$ cat src/rtl/vblank_scheduler_if.sv
// Raster, request and grant signals between the vblank scheduler
// and the game-logic clients it sequences.
interface vblank_scheduler_if #(
    parameter int NUM_CLIENTS = 4
);
    logic [9:0]             colPos;
    logic [9:0]             rowPos;
    logic [NUM_CLIENTS-1:0] req;
    logic [NUM_CLIENTS-1:0] done;
    logic                   clearFlags;
    logic [NUM_CLIENTS-1:0] grant;
    logic [NUM_CLIENTS-1:0] start;
    logic                   frameTick;
    logic [15:0]            frameCount;
    logic                   busy;
    logic                   overrun;
    logic                   timeout;

    modport master (
        input  colPos, rowPos, req, done, clearFlags,
        output grant, start, frameTick, frameCount,
        output busy, overrun, timeout
    );

    modport slave (
        output colPos, rowPos, req, done, clearFlags,
        input  grant, start, frameTick, frameCount,
        input  busy, overrun, timeout
    );
endinterface

$ cat src/rtl/vblank_scheduler.sv
// Grants one client update slot at a time during vertical blanking,
// counts frames and flags deadline overruns and hung clients.
module vblank_scheduler #(
    parameter int NUM_CLIENTS      = 4,
    parameter int VBLANK_START_ROW = 480,
    parameter int TIMEOUT_CYCLES   = 8000
) (
    input  logic               clk,
    input  logic               rst,
    vblank_scheduler_if.master bus
);
    localparam int TW = $clog2(TIMEOUT_CYCLES) + 1;
    localparam logic [TW-1:0] TLAST = TW'(TIMEOUT_CYCLES - 1);
    localparam logic [NUM_CLIENTS-1:0] ONE = NUM_CLIENTS'(1);

    typedef enum logic [1:0] {
        IDLE,
        SELECT,
        WAIT
    } state_t;

    state_t                 state_q;
    logic [NUM_CLIENTS-1:0] pending_q;
    logic [NUM_CLIENTS-1:0] grant_q;
    logic [NUM_CLIENTS-1:0] start_q;
    logic [TW-1:0]          timer_q;
    logic [15:0]            frame_q;
    logic                   tick_q;
    logic                   overrun_q;
    logic                   timeout_q;

    logic                   trig;
    logic                   dl;
    logic                   done_hit;
    logic                   time_hit;
    logic [NUM_CLIENTS-1:0] sel_oh;

    assign trig = (bus.colPos == 10'd0)
               && (bus.rowPos == 10'(VBLANK_START_ROW));
    assign dl   = (bus.colPos == 10'd0) && (bus.rowPos == 10'd0);

    // Lowest set bit of pending gives the fixed-priority winner
    assign sel_oh   = pending_q & (~pending_q + ONE);
    assign done_hit = |(bus.done & grant_q);
    assign time_hit = (timer_q == TLAST);

    always_ff @(posedge clk or posedge rst) begin
        if (rst) begin
            state_q   <= IDLE;
            pending_q <= '0;
            grant_q   <= '0;
            start_q   <= '0;
            timer_q   <= '0;
            frame_q   <= '0;
            tick_q    <= 1'b0;
            overrun_q <= 1'b0;
            timeout_q <= 1'b0;
        end else begin
            tick_q  <= trig;
            start_q <= '0;
            if (trig) begin
                frame_q <= frame_q + 16'd1;
            end
            if (bus.clearFlags) begin
                overrun_q <= 1'b0;
                timeout_q <= 1'b0;
            end
            // Active video resuming cuts off whatever is still scheduled
            if (dl && state_q != IDLE) begin
                grant_q   <= '0;
                pending_q <= '0;
                state_q   <= IDLE;
                overrun_q <= 1'b1;
            end else begin
                unique case (state_q)
                    IDLE: begin
                        if (trig) begin
                            pending_q <= bus.req;
                            state_q   <= SELECT;
                        end
                    end
                    SELECT: begin
                        if (pending_q == '0) begin
                            state_q <= IDLE;
                        end else begin
                            grant_q <= sel_oh;
                            start_q <= sel_oh;
                            timer_q <= '0;
                            state_q <= WAIT;
                        end
                    end
                    WAIT: begin
                        timer_q <= timer_q + TW'(1);
                        if (done_hit || time_hit) begin
                            grant_q   <= '0;
                            pending_q <= pending_q & ~grant_q;
                            state_q   <= SELECT;
                            if (!done_hit) begin
                                timeout_q <= 1'b1;
                            end
                        end
                    end
                    default: state_q <= IDLE;
                endcase
            end
        end
    end

    assign bus.grant      = grant_q;
    assign bus.start      = start_q;
    assign bus.frameTick  = tick_q;
    assign bus.frameCount = frame_q;
    assign bus.busy       = (state_q != IDLE);
    assign bus.overrun    = overrun_q;
    assign bus.timeout    = timeout_q;
endmodule

$ cat src/flat_wrapper.sv
// flat-port wrapper written by rule: the top's interface ports become plain ports
module vblank_scheduler_flat 
#(
    parameter int NUM_CLIENTS      = 4,
    parameter int VBLANK_START_ROW = 480,
    parameter int TIMEOUT_CYCLES   = 8000
)
  (clk, rst, bus_colPos, bus_rowPos, bus_req, bus_done, bus_clearFlags, bus_grant, bus_start, bus_frameTick, bus_frameCount, bus_busy, bus_overrun, bus_timeout);
  vblank_scheduler_if #(.NUM_CLIENTS(NUM_CLIENTS)) bus_i ();
  input  logic clk;
  input  logic rst;
  input wire logic [$bits(bus_i.colPos)-1:0] bus_colPos;
  input wire logic [$bits(bus_i.rowPos)-1:0] bus_rowPos;
  input wire logic [$bits(bus_i.req)-1:0] bus_req;
  input wire logic [$bits(bus_i.done)-1:0] bus_done;
  input wire logic [$bits(bus_i.clearFlags)-1:0] bus_clearFlags;
  output wire logic [$bits(bus_i.grant)-1:0] bus_grant;
  output wire logic [$bits(bus_i.start)-1:0] bus_start;
  output wire logic [$bits(bus_i.frameTick)-1:0] bus_frameTick;
  output wire logic [$bits(bus_i.frameCount)-1:0] bus_frameCount;
  output wire logic [$bits(bus_i.busy)-1:0] bus_busy;
  output wire logic [$bits(bus_i.overrun)-1:0] bus_overrun;
  output wire logic [$bits(bus_i.timeout)-1:0] bus_timeout;
  assign bus_i.colPos = bus_colPos;
  assign bus_i.rowPos = bus_rowPos;
  assign bus_i.req = bus_req;
  assign bus_i.done = bus_done;
  assign bus_i.clearFlags = bus_clearFlags;
  assign bus_grant = bus_i.grant;
  assign bus_start = bus_i.start;
  assign bus_frameTick = bus_i.frameTick;
  assign bus_frameCount = bus_i.frameCount;
  assign bus_busy = bus_i.busy;
  assign bus_overrun = bus_i.overrun;
  assign bus_timeout = bus_i.timeout;
  vblank_scheduler #(.NUM_CLIENTS(NUM_CLIENTS), .VBLANK_START_ROW(VBLANK_START_ROW), .TIMEOUT_CYCLES(TIMEOUT_CYCLES)) u_core (.clk(clk), .rst(rst), .bus(bus_i));
endmodule
$ cat config.mk
export PLATFORM = sky130hd
export DESIGN_NAME = vblank_scheduler_flat
export DESIGN_NICKNAME = d
export VERILOG_FILES = /design/src/rtl/vblank_scheduler_if.sv /design/src/rtl/vblank_scheduler.sv /design/src/flat_wrapper.sv
export SDC_FILE = /design/constraint.sdc
export NUM_CORES = 1
export LEC_CHECK = 0
export ABC_AREA = 1
export CAP_MARGIN = 20
export CORE_MARGIN = 8
export CORE_UTILIZATION = 47
export CTS_BUF_LIST = sky130_fd_sc_hd__clkbuf_4 sky130_fd_sc_hd__clkbuf_8
export CTS_CLUSTER_DIAMETER = 150
export DETAILED_ROUTE_END_ITERATION = 10
export PLACE_DENSITY = 0.77
export RECOVER_POWER = 100
export SYNTH_ARGS = -nofsm -noshare
export SYNTH_HDL_FRONTEND = slang
export SYNTH_SLANG_ARGS = --single-unit
$ cat constraint.sdc
create_clock -name clk -period 1.66 [get_ports clk]
set_input_delay 0.415 -clock clk [delete_from_list [all_inputs] [get_ports clk]]
set_output_delay 0.415 -clock clk [all_outputs]
set_load 0.02 [all_outputs]
==> results of run 1 <==
[metal layers]
layer	up-vias	part of all wire (%)	GRT usage, %
met3	11	5.4	3.44
met5	-	0	0
met2	89	51	31.1
met4	0	1.4	5.42
met1	1320	42	21.7
li1	1388	-	-
[logic make-up (layout without fill, tap and decap cells)]
family | after synthesis | in the layout
buffers and inverters | 52 | 144
adder cells (fa/ha/maj) | 7 | 7
AO/OA/AOI/OAI | 31 | 31
flip-flops | 47 | 47
XOR/XNOR | 16 | 16
AND/OR/NAND/NOR | 222 | 224
[repair_timing]
item | CTS | global route
resized for setup | 45 | 37
pin swaps | 4 | 23
buffers inserted | 5 | 4
setup endpoints to repair | 57 | 41
cloned | 2 | 0
[per-stage QoR]
stage / hold WS (ns) / std cells
after CTS: 0.491 / 540
final: 0.522 / 544
after floorplan: 0.483 / 375
after global routing: 0.559 / 544
after detailed placement: 0.510 / 525
after global placement: 0.501 / 525
[power by group]
part / total, uW / switching (uW) / internal (uW)
clock: 770 / 373 / 397
combinational: 2250 / 1320 / 937
sequential: 1410 / 121 / 1290
[worst max-delay path, delay by kind of cell]
kind | cells | cell delay (ns)
compound gates | 1 | 0.05
buf+inv | 3 | 0.66
simple gates | 7 | 0.72
[state kept, by name (all words and copies together) (netlist names)]
register and flops:
u_core.bus.frameCount 16, u_core.timer_q 14, u_core.bus.grant 4, u_core.bus.start 4, u_core.pending_q 4, u_core.state_q 2
u_core.bus.frameTick 1, u_core.bus.overrun 1, u_core.bus.timeout 1
[synthesized netlist by cell type, drive strengths merged]
master  count  area share (%)
o31ai       1            0.26
a21oi       3            0.52
nor2       51             8.4
o22ai       1            0.22
buf         5             1.5
a22o        1            0.31
nand2     109              15
nand3b      1            0.26
clkinv      1            0.13
and2        1            0.22
xnor2       4             1.2
ha          7             3.1
nor3       13             3.0
nor4        1            0.22
nand3      27             5.5
inv        46             6.0
dfrtp      47              41
nand4      19             4.2
xor2       12             3.7
o21ai      25             5.2
[layout make-up]
type | instances | area, um^2
sequential | 47 | 1180
multi-input combinational | 278 | 1610
clock buffer | 8 | 104
tap | 75 | 93.8
inverter | 47 | 183
timing repair buffer | 89 | 840
fill | 465 | 1920
[how the worst max path moves through the flow]
stage	depth (start not counted)	endpoint	slack [ns]
3_3_place_gp	9	u_core.timer_q[8]$_DFFE_PP0P_	-0.39
4_1_cts	9	u_core.bus.frameCount[3]$_DFFE_PP0N_	0.006
2_1_floorplan	11	u_core.timer_q[0]$_DFFE_PP0P_	0.06
5_1_grt	9	u_core.state_q[1]$_DFFE_PP0P_	-0.04
6_report	11	u_core.state_q[1]$_DFFE_PP0P_	0.01
3_5_place_dp	9	u_core.timer_q[3]$_DFFE_PP0P_	-0.49
==> results.md, run 1 <==
- Hold Path Stages: 1
- Max Cap Viol: 0
- Syn_nets: 413
- Unique masters post-synth: 33
- DIE AREA: 8850 um^2
- Pre-CTS setup slack: -0.495 ns
- Worst flop-to-flop path startpoint: u_core.timer_q[1]$_DFFE_PP0P_
- WL final: 7790 um
- TritonCTS clock tree: yes
- Min-delay worst type: flop to flop
- Compound-Gate Fraction of Synth Area: 6.47%
- CTS Hold Bufs: 0
- Vias post-DR: 2808
- Post-route ant nets: 0
- IO Port Bufs: 58
- Slew margin rel.: 57.3%
- Nets: 506
- Final GP Congestion: 0.852
- Pre-Repair DR Iteration Count: 5
- Adder-Cell Fraction of Synth Area: 3.06%
- Final number of setup-violating endpoints: 0
- Commonest cells after routing, fill and taps aside: nand2_1, dfrtp_1, inv_1
- Fin. max-slew vios: 0
- Final Util: 67.6%
- FF-to-FF End: u_core.state_q[1]$_DFFE_PP0P_
- Maximum clock rate: 607 MHz
- Worst setup SP type: primary input
- Slowest CP cell: clkdlybuf4s50_1
- Total GRT Usage: 17.9%
- Vias/cell: 5.16
- Critical path fanouts, max: 5
- Hold_sp: u_core.bus.frameCount[9]$_DFFE_PP0N_
- Vias in the first global route: 2784
- Area after DPL: 3670 um^2
- Worst Skew: 0.00596 ns
- Final min period: 1.65 ns
- RSZ-0062 raised after global routing: true
- First-pass GRT wire length: 13000 um
- Simple-gate share of the synthesized area: 36.9%
- Crit path from: bus_rowPos[5]
- Tcrit/Tclk final: 99.3%
- Ant diodes: 0
- R2r worst-path depth: 9
- Clock transition at path regs: 0.09 ns
- Pwr Total: 4430 uW
- LEAKAGE: 0.00201 uW
- Final Hold Vio Count: 0
- Status: finished, final reports clean
- Total negative slack: 0 ns
- Seq/Total Area, Yosys: 41.1%
- Clock Latency Late Sink: 0.30 ns
- Critical Path AT: 1.84 ns
- Proportion of synthesized area in mux cells: 0%
- Max Root-Sink Buffers: 2
- Die X: 94.1 um
- Syn Std Cell Area: 2860 um^2
- Main combinational cell family by area after synthesis: simple AND/OR/NAND/NOR gates
- DRC violations left: 0
- H-tree depth: 2
- Syn-to-layout area delta: 39.8%
- Largest net degree at the start of global routing: 48
- Synth Area per Inst: 7.64 um^2
- Die Ht: 94.1 um
- Crit-path cells: clkdlybuf4s50_1 -> nor2_1 -> nand2_1 -> nor2_4 -> buf_6 -> nand3_4 -> nand3_4 -> buf_6 -> nand2_4 -> nand2_2 -> o21ai_2
- Antenna violations before repair: 0
- Core footprint: 5920 um^2
- Starting DRT DRC Count: 136
- Root Buffer: clkbuf_8
- CTS buffer count: 5
- Most common cell after layout, fill and taps aside: nand2_1
- Actual slew at the worst max-slew pin: 0.641 ns
- Crit Path Class: primary input to flop
- Maximum vdd ir drop: 0.856 mV
- Slowest stage delay, CP: 0.43 ns
- Remaining Overflow, GRT: 0
- Reg2Reg Setup Slack: 0.04 ns
- Initial cell density of the core: 48.4%
- Post-Synth XOR/XNOR Area: 4.89%
- Cell area after layout: 4010 um^2
- Ys Warns: 0
- I/O pins: 59
- Final WS setup: 0.0114 ns
- Routed WL per cell: 14.3 um
- Yosys reg bits: 47
- Half-perimeter wire length after placement: 5520 um
- Synth Instances: 375
- Pwr Density: 1110 nW/um^2
- Hold endpoint: u_core.bus.frameCount[9]$_DFFE_PP0N_
- Worst Setup End Kind: flop
- Fraction of layout cells with a size suffix above 1: 21.1%
- Req. time, crit path: 1.85 ns
- Rows: 28
- Clock sinks: 47
No activity file was read; power rests on OpenSTA's default activity.
==> run 2: changes to the inputs <==
--- a/config.mk
+++ b/config.mk
@@ -8,11 +8,11 @@
 export ABC_AREA = 1
 export CAP_MARGIN = 20
 export CORE_MARGIN = 8
-export CORE_UTILIZATION = 47
+export CORE_UTILIZATION = 45
 export CTS_BUF_LIST = sky130_fd_sc_hd__clkbuf_4 sky130_fd_sc_hd__clkbuf_8
 export CTS_CLUSTER_DIAMETER = 150
 export DETAILED_ROUTE_END_ITERATION = 10
-export PLACE_DENSITY = 0.77
+export PLACE_DENSITY = 0.74
 export RECOVER_POWER = 100
 export SYNTH_ARGS = -nofsm -noshare
 export SYNTH_HDL_FRONTEND = slang
==> run 2 against run 1 <==
The flow now finishes with violations (setup timing). Sequential power about the same. Die area is 3.7% higher. Routed wire length fell by 3.8%. Total power is 4.4% lower. Final cell count rose by 1.1%. Maximum frequency decreased by 0.88%. First-iteration DRC count down 23%. Highest routed layer unchanged.
==> results.md, run 2 (synthesized netlist as in run 1, its figures left out) <==
- Actual slew at the worst max-slew pin: 0.645 ns
- Tcrit/Tclk final: 100%
- Slowest stage delay, CP: 0.44 ns
- DIE AREA: 9170 um^2
- Core footprint: 6240 um^2
- Maximum vdd ir drop: 0.711 mV
- Slew margin rel.: 57.0%
- Initial cell density of the core: 45.9%
- I/O pins: 59
- Worst Setup End Kind: flop
- Req. time, crit path: 1.86 ns
- CTS buffer count: 5
- Crit-path cells: clkdlybuf4s50_1 -> nor2_1 -> nand2_1 -> nor2_4 -> nand2_2 -> nor2_4 -> buf_12 -> nor2_4 -> buf_6 -> nand2_2 -> nand2_2
- Min-delay worst type: flop to flop
- Total GRT Usage: 17.1%
- Antenna violations before repair: 0
- Vias post-DR: 2796
- Crit path buffers/inverters: 3
- Ant diodes: 0
- DRC violations left: 0
- CP delay by family, top: simple AND/OR/NAND/NOR gates
- Fin. max-slew vios: 0
- IO Port Bufs: 58
- Post-route ant nets: 0
- Syn-to-layout area delta: 39.9%
- Final number of setup-violating endpoints: 1
- Largest register FFs: 16
- Commonest cells after routing, fill and taps aside: nand2_1, dfrtp_1, inv_1
- First-pass GRT wire length: 12500 um
- LEAKAGE: 0.00200 uW
- Pre-Repair DR Iteration Count: 4
- Worst Skew: 0.00682 ns
- Crit Path Class: primary input to flop
- Dpl cells: 532
- Half-perimeter wire length after placement: 5430 um
- Critical path fanouts, max: 4
- Clock transition at path regs: 0.08 ns
- Final WS setup: -0.00326 ns
- Routed WL per cell: 13.6 um
- Vias in the first global route: 2795
- Root Buffer: clkbuf_8
- WL final: 7490 um
- Clock sinks: 47
- Vias/cell: 5.08
- Failing checks: setup timing
- RSZ-0062 raised after global routing: true
- Clock Latency Late Sink: 0.30 ns
- Worst setup SP type: primary input
- H-tree depth: 2
- TritonCTS clock tree: yes
- Maximum clock rate: 601 MHz
- Status: complete, but fails checks
- CTS Hold Bufs: 0
- Slowest CP cell: clkdlybuf4s50_1
- Cell area after layout: 4010 um^2
- Remaining Overflow, GRT: 0
- Area after DPL: 3710 um^2
- Max Cap Viol: 0
- Fin cells: 550
- Final Hold Vio Count: 0
- Pwr Density: 1060 nW/um^2
- Final min period: 1.66 ns
- Rows: 29
- Starting DRT DRC Count: 105
- Final GP Congestion: 0.861
- Die X: 95.8 um
- Filler instances: 544
- Largest net degree at the start of global routing: 48
- Die Ht: 95.8 um
- Nets: 512
- Fraction of layout cells with a size suffix above 1: 22.0%
- Most common cell after layout, fill and taps aside: nand2_1
- Critical Path AT: 1.86 ns
- Max Root-Sink Buffers: 2
==> run 2: cell count changes in the layout (fill, tap and decap cells not counted), moves of 3 or more <==
cell	delta
buf_4	+4
inv_2	+3
o21ai_2	+3
o21ai_1	-3
dlymetal6s2s_1	-3
clkdlybuf4s50_1	+3
==> run 2: what timing repair did <==
action                     CTS  global route
cloned                       2             0
setup endpoints to repair   52            34
buffers inserted             5             5
pin swaps                   10            16
resized for setup           44            36
==> run 2: cell type report <==
class | instances | area [um^2] | share of cell area, %
Timing Repair Buffer | 95 | 872 | 21.8
Sequential cell | 47 | 1180 | 29.3
Tap cell | 77 | 96.3 | 2.40
Inverter | 47 | 178 | 4.43
Clock buffer | 6 | 76.3 | 1.90
Multi-Input combinational cell | 278 | 1610 | 40.1
==> run 2: final timing paths <==
kind | from | to | slack [ns] | cells past startpoint
worst min register to register | u_core.bus.frameCount[9]$_DFFE_PP0N_ | u_core.bus.frameCount[9]$_DFFE_PP0N_ | 0.52 | 1
worst max-delay path | bus_rowPos[5] | u_core.timer_q[10]$_DFFE_PP0P_ | -0.003 | 11
min in group asynchronous | rst | u_core.bus.frameCount[2]$_DFFE_PP0N_ | 0.77 | 3
max in group asynchronous | rst | u_core.timer_q[0]$_DFFE_PP0P_ | 0.46 | 3
worst max register to register | u_core.state_q[0]$_DFFE_PP0P_ | u_core.timer_q[10]$_DFFE_PP0P_ | 0.02 | 12
worst min-delay path | u_core.bus.frameCount[9]$_DFFE_PP0N_ | u_core.bus.frameCount[9]$_DFFE_PP0N_ | 0.52 | 1
==> run 2: power breakdown <==
group | total, uW | leakage, uW | switching, uW | internal, uW
Combinational | 2170 | 0.00135 | 1280 | 894
Clock | 659 | 0.0000406 | 361 | 298
Sequential | 1400 | 0.000612 | 117 | 1290
==> run 2: per-layer routing <==
metal  routed length [um]  share of wire, %  vias up  global-route usage, %
li1                     -                 -     1396                      -
met2                 3940                53       53                   30.2
met5                    0                 0        -                      0
met3                  336               4.5       12                   3.20
met1                 3120                42     1335                   20.1
met4                   99               1.3        0                   6.27
==> run 2: per-stage QoR <==
step	hold WS (ns)	setup WS [ns]	TNS, ns	power [uW]	util (%)
floorplan	0.483	0.0576	0	2580	-
global placement	0.503	-0.374	-11.14	3100	59.5
detailed placement	0.510	-0.441	-12.28	3130	59.5
CTS	0.501	0.00382	0	4080	62.0
global route	0.541	-0.0751	-0.682	4530	64.2
finish	0.517	-0.00326	-0.00326	4240	64.2
==> run 3: changes to the inputs <==
--- a/config.mk
+++ b/config.mk
@@ -7,7 +7,7 @@
 export LEC_CHECK = 0
 export ABC_AREA = 1
 export CAP_MARGIN = 20
-export CORE_MARGIN = 8
+export CORE_MARGIN = 1
 export CORE_UTILIZATION = 45
 export CTS_BUF_LIST = sky130_fd_sc_hd__clkbuf_4 sky130_fd_sc_hd__clkbuf_8
 export CTS_CLUSTER_DIAMETER = 150
==> run 3 against run 2 <==
The flow now finishes without violations. Clock power rose by 17%. Maximum frequency grew 0.62%. First-iteration DRC count increased by 31%. Via count increased by 2.8%. Global-route usage increased by 6.1 points. Count of clock-buffer cells in the layout rose by 2. Worst setup slack improved by 0.010 ns. Total power grew 7.2%. Clock skew about the same. Sequential cell count unchanged. Sequential power about the same.
==> results.md, run 3 (synthesized netlist as in run 1, its figures left out) <==
- Crit Path Class: primary input to flop
- Critical path fanouts, max: 5
- Pre-CTS setup slack: -0.483 ns
- Worst setup SP type: primary input
- H-tree depth: 2
- Slowest CP cell: clkdlybuf4s50_1
- Vias/cell: 5.25
- P_int: 2680 uW
- Actual slew at the worst max-slew pin: 0.653 ns
- Starting DRT DRC Count: 138
- TritonCTS clock tree: yes
- First-pass GRT wire length: 12000 um
- Antenna violations before repair: 0
- Status: finished, final reports clean
- Filler instances: 489
- Sw power: 1870 uW
- Clock Power Share: 16.9%
- Max Cap Viol: 0
- Fin. max-slew vios: 0
- Slew margin rel.: 56.4%
- Half-perimeter wire length after placement: 5180 um
- Post-route ant nets: 0
- Final Hold Vio Count: 0
- Pre-Repair DR Iteration Count: 4
- CP delay by family, top: buffers and inverters
- Fraction of layout cells with a size suffix above 1: 22.0%
- Crit path buffers/inverters: 3
- Maximum clock rate: 605 MHz
- Ant diodes: 0
- CTS Hold Bufs: 0
- Reg power frac: 31.0%
- Most common cell after layout, fill and taps aside: nand2_1
- Worst Skew: 0.00650 ns
- Remaining Overflow, GRT: 0
- Initial cell density of the core: 47.5%
- Core footprint: 6030 um^2
- Routed WL per cell: 13.6 um
- Slowest stage delay, CP: 0.45 ns
- Die X: 81.8 um
- Maximum vdd ir drop: 0.887 mV
- Tcrit/Tclk final: 99.6%
- I/O pins: 59
- LEAKAGE: 0.00199 uW
- Final min period: 1.65 ns
- Crit-path cells: clkdlybuf4s50_1 -> nor2_1 -> nand2_1 -> nor2_4 -> nand2_2 -> nor2_4 -> buf_12 -> nor2_4 -> buf_12 -> nand2_2 -> nand2_1
- Final number of setup-violating endpoints: 0
- DRC violations left: 0
- Critical Path Most Common Cell: nor2_4
- Rows: 28
- Min-delay worst type: flop to flop
- Largest register FFs: 16
- Reg2Reg Setup Slack: 0.03 ns
- Clock sinks: 47
- IO Port Bufs: 58
- Vias post-DR: 2874
- Pwr Density: 1130 nW/um^2
- RSZ-0062 raised after global routing: true
- Max Root-Sink Buffers: 2
- Final WS setup: 0.00695 ns
- Worst Setup End Kind: flop
- Largest net degree at the start of global routing: 48
- Req. time, crit path: 1.85 ns
- Power share of the combinational group: 52.1%
- Critical Path AT: 1.84 ns
- WL final: 7460 um
- Root Buffer: clkbuf_8
- Final GP Congestion: 0.846
- Vias in the first global route: 2762
- Die Ht: 81.8 um
- DIE AREA: 6690 um^2
- Nets: 509
- Clock transition at path regs: 0.09 ns
- Total GRT Usage: 23.1%
- Clock Latency Late Sink: 0.30 ns
- Sw Ratio: 41.1%
- Syn-to-layout area delta: 40.5%
- CTS buffer count: 5
- Commonest cells after routing, fill and taps aside: nand2_1, dfrtp_1, nor2_1
- Final Util: 66.8%
==> run 3: cell count changes in the layout (fill, tap and decap cells not counted), moves of 2 or more <==
cell / before / now
nand2_4: 2 / 4
clkbuf_1: 1 / 3
buf_6: 8 / 4
nand2_2: 6 / 8
nand2_1: 100 / 96
nor2_1: 35 / 37
clkbuf_8: 5 / 7
clkinvlp_4: 0 / 3
dlygate4sd2_1: 26 / 24
==> run 3: path summary, 6_finish.rpt <==
kind | start | to | depth (start not counted)
max in group asynchronous | rst | u_core.bus.start[2]$_DFF_PP0_ | 3
min reg2reg | u_core.bus.frameCount[9]$_DFFE_PP0N_ | u_core.bus.frameCount[9]$_DFFE_PP0N_ | 1
min in group asynchronous | rst | u_core.timer_q[7]$_DFFE_PP0P_ | 3
max | bus_rowPos[6] | u_core.timer_q[10]$_DFFE_PP0P_ | 11
min | u_core.bus.frameCount[9]$_DFFE_PP0N_ | u_core.bus.frameCount[9]$_DFFE_PP0N_ | 1
max reg2reg | u_core.state_q[1]$_DFFE_PP0P_ | u_core.timer_q[10]$_DFFE_PP0P_ | 12
==> run 3: final cells by class <==
type                       instances  area [um^2]  area share (%)
inverter                          47          184            4.57
timing repair buffer              91          836            20.8
sequential                        47         1180            29.2
clock buffer                       8          104            2.58
tap                               75         93.8            2.33
timing repair inverter             1         7.51           0.187
multi-input combinational        278         1620            40.3
==> run 3: power by group through the flow <==
| stage | clock [uW] | sequential, uW | combinational (uW) |
|---|---|---|---|
| finish | 769 | 1410 | 2370 |
| global route | 826 | 1420 | 2540 |
| CTS | 786 | 1400 | 1820 |
| detailed placement | 0 | 1420 | 1710 |
| global placement | 0 | 1420 | 1660 |
| floorplan | 0 | 1480 | 1100 |
==> run 3: timing repair <==
action | 4_1_cts | 5_1_grt
pin swaps | 5 | 27
endpoints found under the hold margin | 0 | 0
setup endpoints to repair | 49 | 41
setup buffers | 2 | 9
gates resized for setup | 37 | 42
cloned | 2 | 1
==> run 3: worst reg2reg max path, stage by stage, from the launching register on <==
cell	delay, ns
dfrtp_1	0.37
inv_2	0.06
ha_4	0.16
nor2_1	0.08
nand2_1	0.09
nor2_4	0.12
nand2_2	0.09
nor2_4	0.13
buf_12	0.15
nor2_4	0.06
buf_12	0.13
nand2_2	0.06
nand2_1	0.05
==> run 3: per-stage QoR <==
stage | power [uW] | hold WS [ns] | instance area, um^2 | setup TNS (ns) | cells
after CTS | 4000 | 0.481 | 3830 | -0.0231 | 537
after detailed placement | 3130 | 0.504 | 3670 | -13.25 | 525
after global routing | 4780 | 0.553 | 4020 | -0.816 | 547
after floorplan | 2580 | 0.483 | 2860 | 0 | 375
final | 4540 | 0.517 | 4020 | 0 | 547
after global placement | 3080 | 0.502 | 3670 | -11.29 | 525
==> run 3: routing by layer <==
| metal | GRT usage, % | vias up | routed length (um) | share of wire, % |
|---|---|---|---|---|
| li1 | - | 1402 | - | - |
| met1 | 27.9 | 1378 | 3120 | 42 |
| met2 | 42.1 | 84 | 3930 | 53 |
| met3 | 4.00 | 10 | 310 | 4.2 |
| met4 | 5.96 | 0 | 106 | 1.4 |
| met5 | 0 | - | 0 | 0 |
==> edit 1, RTL diff (flow settings as in run 3) <==
`TIMEOUT_CYCLES` is set to 8000 in 2 places; all go to 2000.
--- a/src/rtl/vblank_scheduler.sv
+++ b/src/rtl/vblank_scheduler.sv
@@ -4,5 +4,5 @@
     parameter int NUM_CLIENTS      = 4,
     parameter int VBLANK_START_ROW = 480,
-    parameter int TIMEOUT_CYCLES   = 8000
+    parameter int TIMEOUT_CYCLES   = 2000
 ) (
     input  logic               clk,
--- a/src/flat_wrapper.sv
+++ b/src/flat_wrapper.sv
@@ -4,5 +4,5 @@
     parameter int NUM_CLIENTS      = 4,
     parameter int VBLANK_START_ROW = 480,
-    parameter int TIMEOUT_CYCLES   = 8000
+    parameter int TIMEOUT_CYCLES   = 2000
 )
   (clk, rst, bus_colPos, bus_rowPos, bus_req, bus_done, bus_clearFlags, bus_grant, bus_start, bus_frameTick, bus_frameCount, bus_busy, bus_overrun, bus_timeout);
Function: no difference found for any inputs over 10 cycles, from zero or initial values and one cycle with rst high; that may be too few to reach the edited logic, so the function may still have changed.
==> edit 1 against run 3 <==
- area after synthesis shrank 6.7%
- routed wire length shrank 15%
- combinational power shrank 22%
- setup slack gained 0.074 ns
- global-route usage shrank 1.5 points
- utilization shrank 0.11 points
- sequential cell count shrank 2
- clock skew grew 0.0025 ns
- power shrank 11%
- final area shrank 7.1%
==> edit 1: results (changes against run 3) <==
Status
Run status: complete, no violations (unchanged).

Cells and area
The number of cells in the finished layout apart from fillers is 522 (was 547). The fraction of final layout cells with drive strength greater than 1 came to 0.171 (was 0.220). The count of fill cells added during filler insertion is 507 (was 489). The number of antenna cells inserted was 0 (unchanged). The post-layout net count is 488 (was 509).

Clock network
The H-tree depth reported by CTS is 2 (unchanged). The post-CTS setup buffer count is 0 (was 2). The post-cts resize count is 29 (was 37).

Drt
The met3 wirelength from detailed routing is 236 um (was 310 um). The violation count after the first detailed-route iteration is 168 (was 138). The routed via count divided by cell count is 4.96 (was 5.25).

The sum of routed wire segments on met1 is 2.85 mm (was 3.12 mm). The detailed route wirelength on metal2 was 3.24 mm (was 3.93 mm).

Critical path
The critical path's largest stage delay is 0.39 ns (was 0.45 ns). The launch point of the critical path is bus_colPos[6] (was bus_rowPos[6]). The cell depth of the worst flop-to-flop path is 10 (was 12). The arrival time of data at the critical path endpoint is 1.77 ns (was 1.84 ns). The worst setup path endpoint is u_core.timer_q[3] (was u_core.timer_q[10]). The flop-to-flop setup slack is 0.08 ns (was 0.03 ns).

Power and ir drop
The cell area power density is 1090 nW/um^2 (was 1130 nW/um^2). The worst-case vdd ir drop is 0.914 mV (was 0.887 mV). The fraction of power consumed by combinational cells came to 0.458 (was 0.521).

Placed design
The global placement routability congestion came to 0.845 (was 0.846). The post-placement cell count was 513 (was 525). The count of buffers from port buffering is 58 (unchanged). The cell area after placement is 3550 um^2 (was 3670 um^2).

Global routing
The all-layer global routing usage was 0.217 (was 0.231). The number of global-route vias before repair came to 2450 (was 2762). The wire length of the first global-routing pass is 10.8 mm (was 12.0 mm).

The pin count of the biggest net entering global routing is 24 (was 48).

Synth
Cells taking the most area after synthesis: dfrtp_1, nand2_1, inv_1 (unchanged). The adder-cell share of the synthesized area is 0.0328 (was 0.0306). The number of nets produced by synthesis came to 397 (was 413). Top cells by count, synth: nand2_1, inv_1, dfrtp_1 (was nand2_1, dfrtp_1, inv_1, nor2_1, nand3_1). The compound-cell area share of the yosys netlist is 0.0543 (was 0.0647). The parity-gate share of the synthesized area counting xor and xnor cells came to 0.0426 (was 0.0489).

Hold path
The type of the most critical hold path is primary input to asynchronous set/reset pin (was register to register).

Timing
The clock tree skew after final layout came to 0.00899 ns (was 0.00650 ns). The worst-margin pin slew is 0.590 ns (was 0.653 ns). The final-layout worst hold slack is 0.455 ns (was 0.517 ns).

Floorplan
The starting density of the core was 0.476 (was 0.475).
==> edit 1: cell types whose count changed after synthesis, sizes merged, moves of 4 or more <==
| cell | delta |
|---|---|
| o21ai | -6 |
| nor2 | -6 |
| buf | -4 |
| nand2 | -4 |
| nand4 | -7 |
| nand3 | +8 |
==> edit 1: cell type report <==
| cell class | instances | area, um^2 | share of cell area |
|---|---|---|---|
| clock buffers | 5 | 68.8 | 0.0184 |
| clock inverters | 2 | 35.0 | 0.00937 |
| inverters | 49 | 184 | 0.0492 |
| multi-input cells | 262 | 1450 | 0.387 |
| flip-flops and latches | 45 | 1130 | 0.301 |
| well taps | 72 | 90.1 | 0.0241 |
| repair buffers | 87 | 786 | 0.210 |
==> edit 1: layer usage <==
| metal | global-route usage | vias up |
|---|---|---|
| met3 | 0.0448 | 2 |
| met4 | 0.0527 | 0 |
| met5 | 0 | - |
| li1 | - | 1325 |
| met1 | 0.273 | 1201 |
| met2 | 0.378 | 61 |
==> edit 2, RTL diff (config.mk and constraints of run 3) <==
Made on the original files. Re-encode `state_t` (3 states) as one-hot, 3 bits wide.
--- a/src/rtl/vblank_scheduler.sv
+++ b/src/rtl/vblank_scheduler.sv
@@ -14,8 +14,8 @@
     localparam logic [NUM_CLIENTS-1:0] ONE = NUM_CLIENTS'(1);
 
-    typedef enum logic [1:0] {
-        IDLE,
-        SELECT,
-        WAIT
+    typedef enum logic [2:0] {
+        IDLE   = 3'b001,
+        SELECT = 3'b010,
+        WAIT   = 3'b100
     } state_t;
 
Behaviour: no difference found for any inputs over 10 cycles, from zero or initial values and one cycle with rst high; not proved beyond that.
==> edit 2 against run 3 <==
- non-clock buffer count decreased by 3
- register-to-register slack improved by 0.02 ns
- sequential share of layout area is 2.3 points higher
- routed wire length shrank 13%
- area after synthesis down 4.1%
- die area is 4.0% lower
- final area is 5.2% lower
- power shrank 22%
- sequential cell count rose by 1
- setup slack better by 0.013 ns
- highest routed layer unchanged
==> edit 2: results (changes against run 3) <==
Status
Run status: complete, no violations (unchanged).

Critical path
The largest fanout on the critical path is 2 (was 5). The arrival time of data at the critical path endpoint came to 1.22 ns (was 1.84 ns).

Power and ir drop
The switching power as a share of total power was 0.347 (was 0.411). The leakage power of the design is 1.84 nW (was 1.99 nW). The power dissipated in sequential cells is 1.46 mW (was 1.41 mW). The cell area power density came to 935 nW/um^2 (was 1130 nW/um^2). The worst-case vdd ir drop is 0.657 mV (was 0.887 mV). The reported clock group power is 908 uW (was 769 uW).

Synth
The parity-gate share of the synthesized area counting xor and xnor cells was 0.0702 (was 0.0489). Top cells by count, synth: nand2_1, dfrtp_1, inv_1 (was nand2_1, dfrtp_1, inv_1, nor2_1, nand3_1). The share of the yosys chip area belonging to registers is 0.438 (was 0.411).

Cells taking the most area after synthesis: dfrtp_1, nand2_1, xor2_1 (was dfrtp_1, nand2_1, inv_1). The compound-cell area share of the yosys netlist is 0.0811 (was 0.0647).

Global routing
The pin count of the biggest net entering global routing is 27 (was 48). The number of global-route vias before repair is 2489 (was 2762). The all-layer global routing usage is 0.214 (was 0.231).

Cells and area
The fraction of final layout cells with drive strength greater than 1 is 0.212 (was 0.220). The count of fill cells added during filler insertion is 511 (was 489). The post-layout net count came to 471 (was 509).

Timing
The worst slew margin relative to its limit came to 0.629 (was 0.564). The clock tree skew after final layout is 0.00599 ns (was 0.00650 ns).

Drt
The routed via count divided by cell count is 5.00 (was 5.25). The violation count after the first detailed-route iteration is 91 (was 138).

Clock network
The post-CTS setup buffer count is 0 (was 2). The post-cts resize count is 30 (was 37).

Placed design
The detailed placement HPWL is 4.85 mm (was 5.18 mm). The global placement routability congestion is 0.898 (was 0.846).

Floorplan
The starting density of the core is 0.464 (was 0.475).
## edit 2: logic make-up (layout without fill, tap and decap cells)
kind of cell	after synthesis	in the layout
and+or+nand+nor	198	198
AOI/OAI and AO/OA	31	31
buffers and inverters	45	138
adders and majority gates	2	2
xor gates and xnor gates	22	22
DFF	48	48
## edit 2: final timing paths
path	start	to	slack (ns)	cells past startpoint
max in group asynchronous	rst	u_core.bus.frameCount[5]	0.27	3
hold reg to reg	u_core.bus.frameCount[9]	u_core.bus.frameCount[9]	0.52	1
setup reg to reg	u_core.state_q[1]	u_core.state_q[1]	0.05	9
hold / removal	u_core.bus.frameCount[9]	u_core.bus.frameCount[9]	0.52	1
setup / recovery	u_core.state_q[0]	bus_busy	0.02	4
min in group asynchronous	rst	u_core.state_q[1]	0.59	2
## edit 2: final cells by class
cell class | count | area (um^2) | share of cell area
flip-flops and latches | 48 | 1200 | 0.315
clock inverters | 2 | 38.8 | 0.0102
multi-input cells | 253 | 1450 | 0.380
well taps | 75 | 93.8 | 0.0246
repair buffers | 88 | 788 | 0.207
inverters | 42 | 158 | 0.0413
clock buffers | 6 | 82.6 | 0.0216
## edit 2: layer usage
layer / wire, um / vias to the layer above / track usage
met3: 268 / 6 / 0.0432
met2: 3310 / 68 / 0.371
met5: 0 / - / 0
li1: - / 1290 / -
met1: 2840 / 1205 / 0.268
met4: 69 / 0 / 0.0643
## edit 2: through the flow
step	area (um^2)	setup WS, ns	TNS, ns	instances
floorplan	2750	0.102	0	346
global placement	3620	-0.301	-10.73	503
detailed placement	3620	-0.326	-11.32	503
CTS	3700	-0.0138	-0.0138	511
global route	3810	-0.0724	-0.563	514
finish	3810	0.0204	0	514
## edit 2: worst max-delay path: stages (launching register included)
cell     delay [ns]
dfstp_2        0.55
inv_2          0.05
nor3_4         0.12
inv_1          0.07
buf_6          0.13
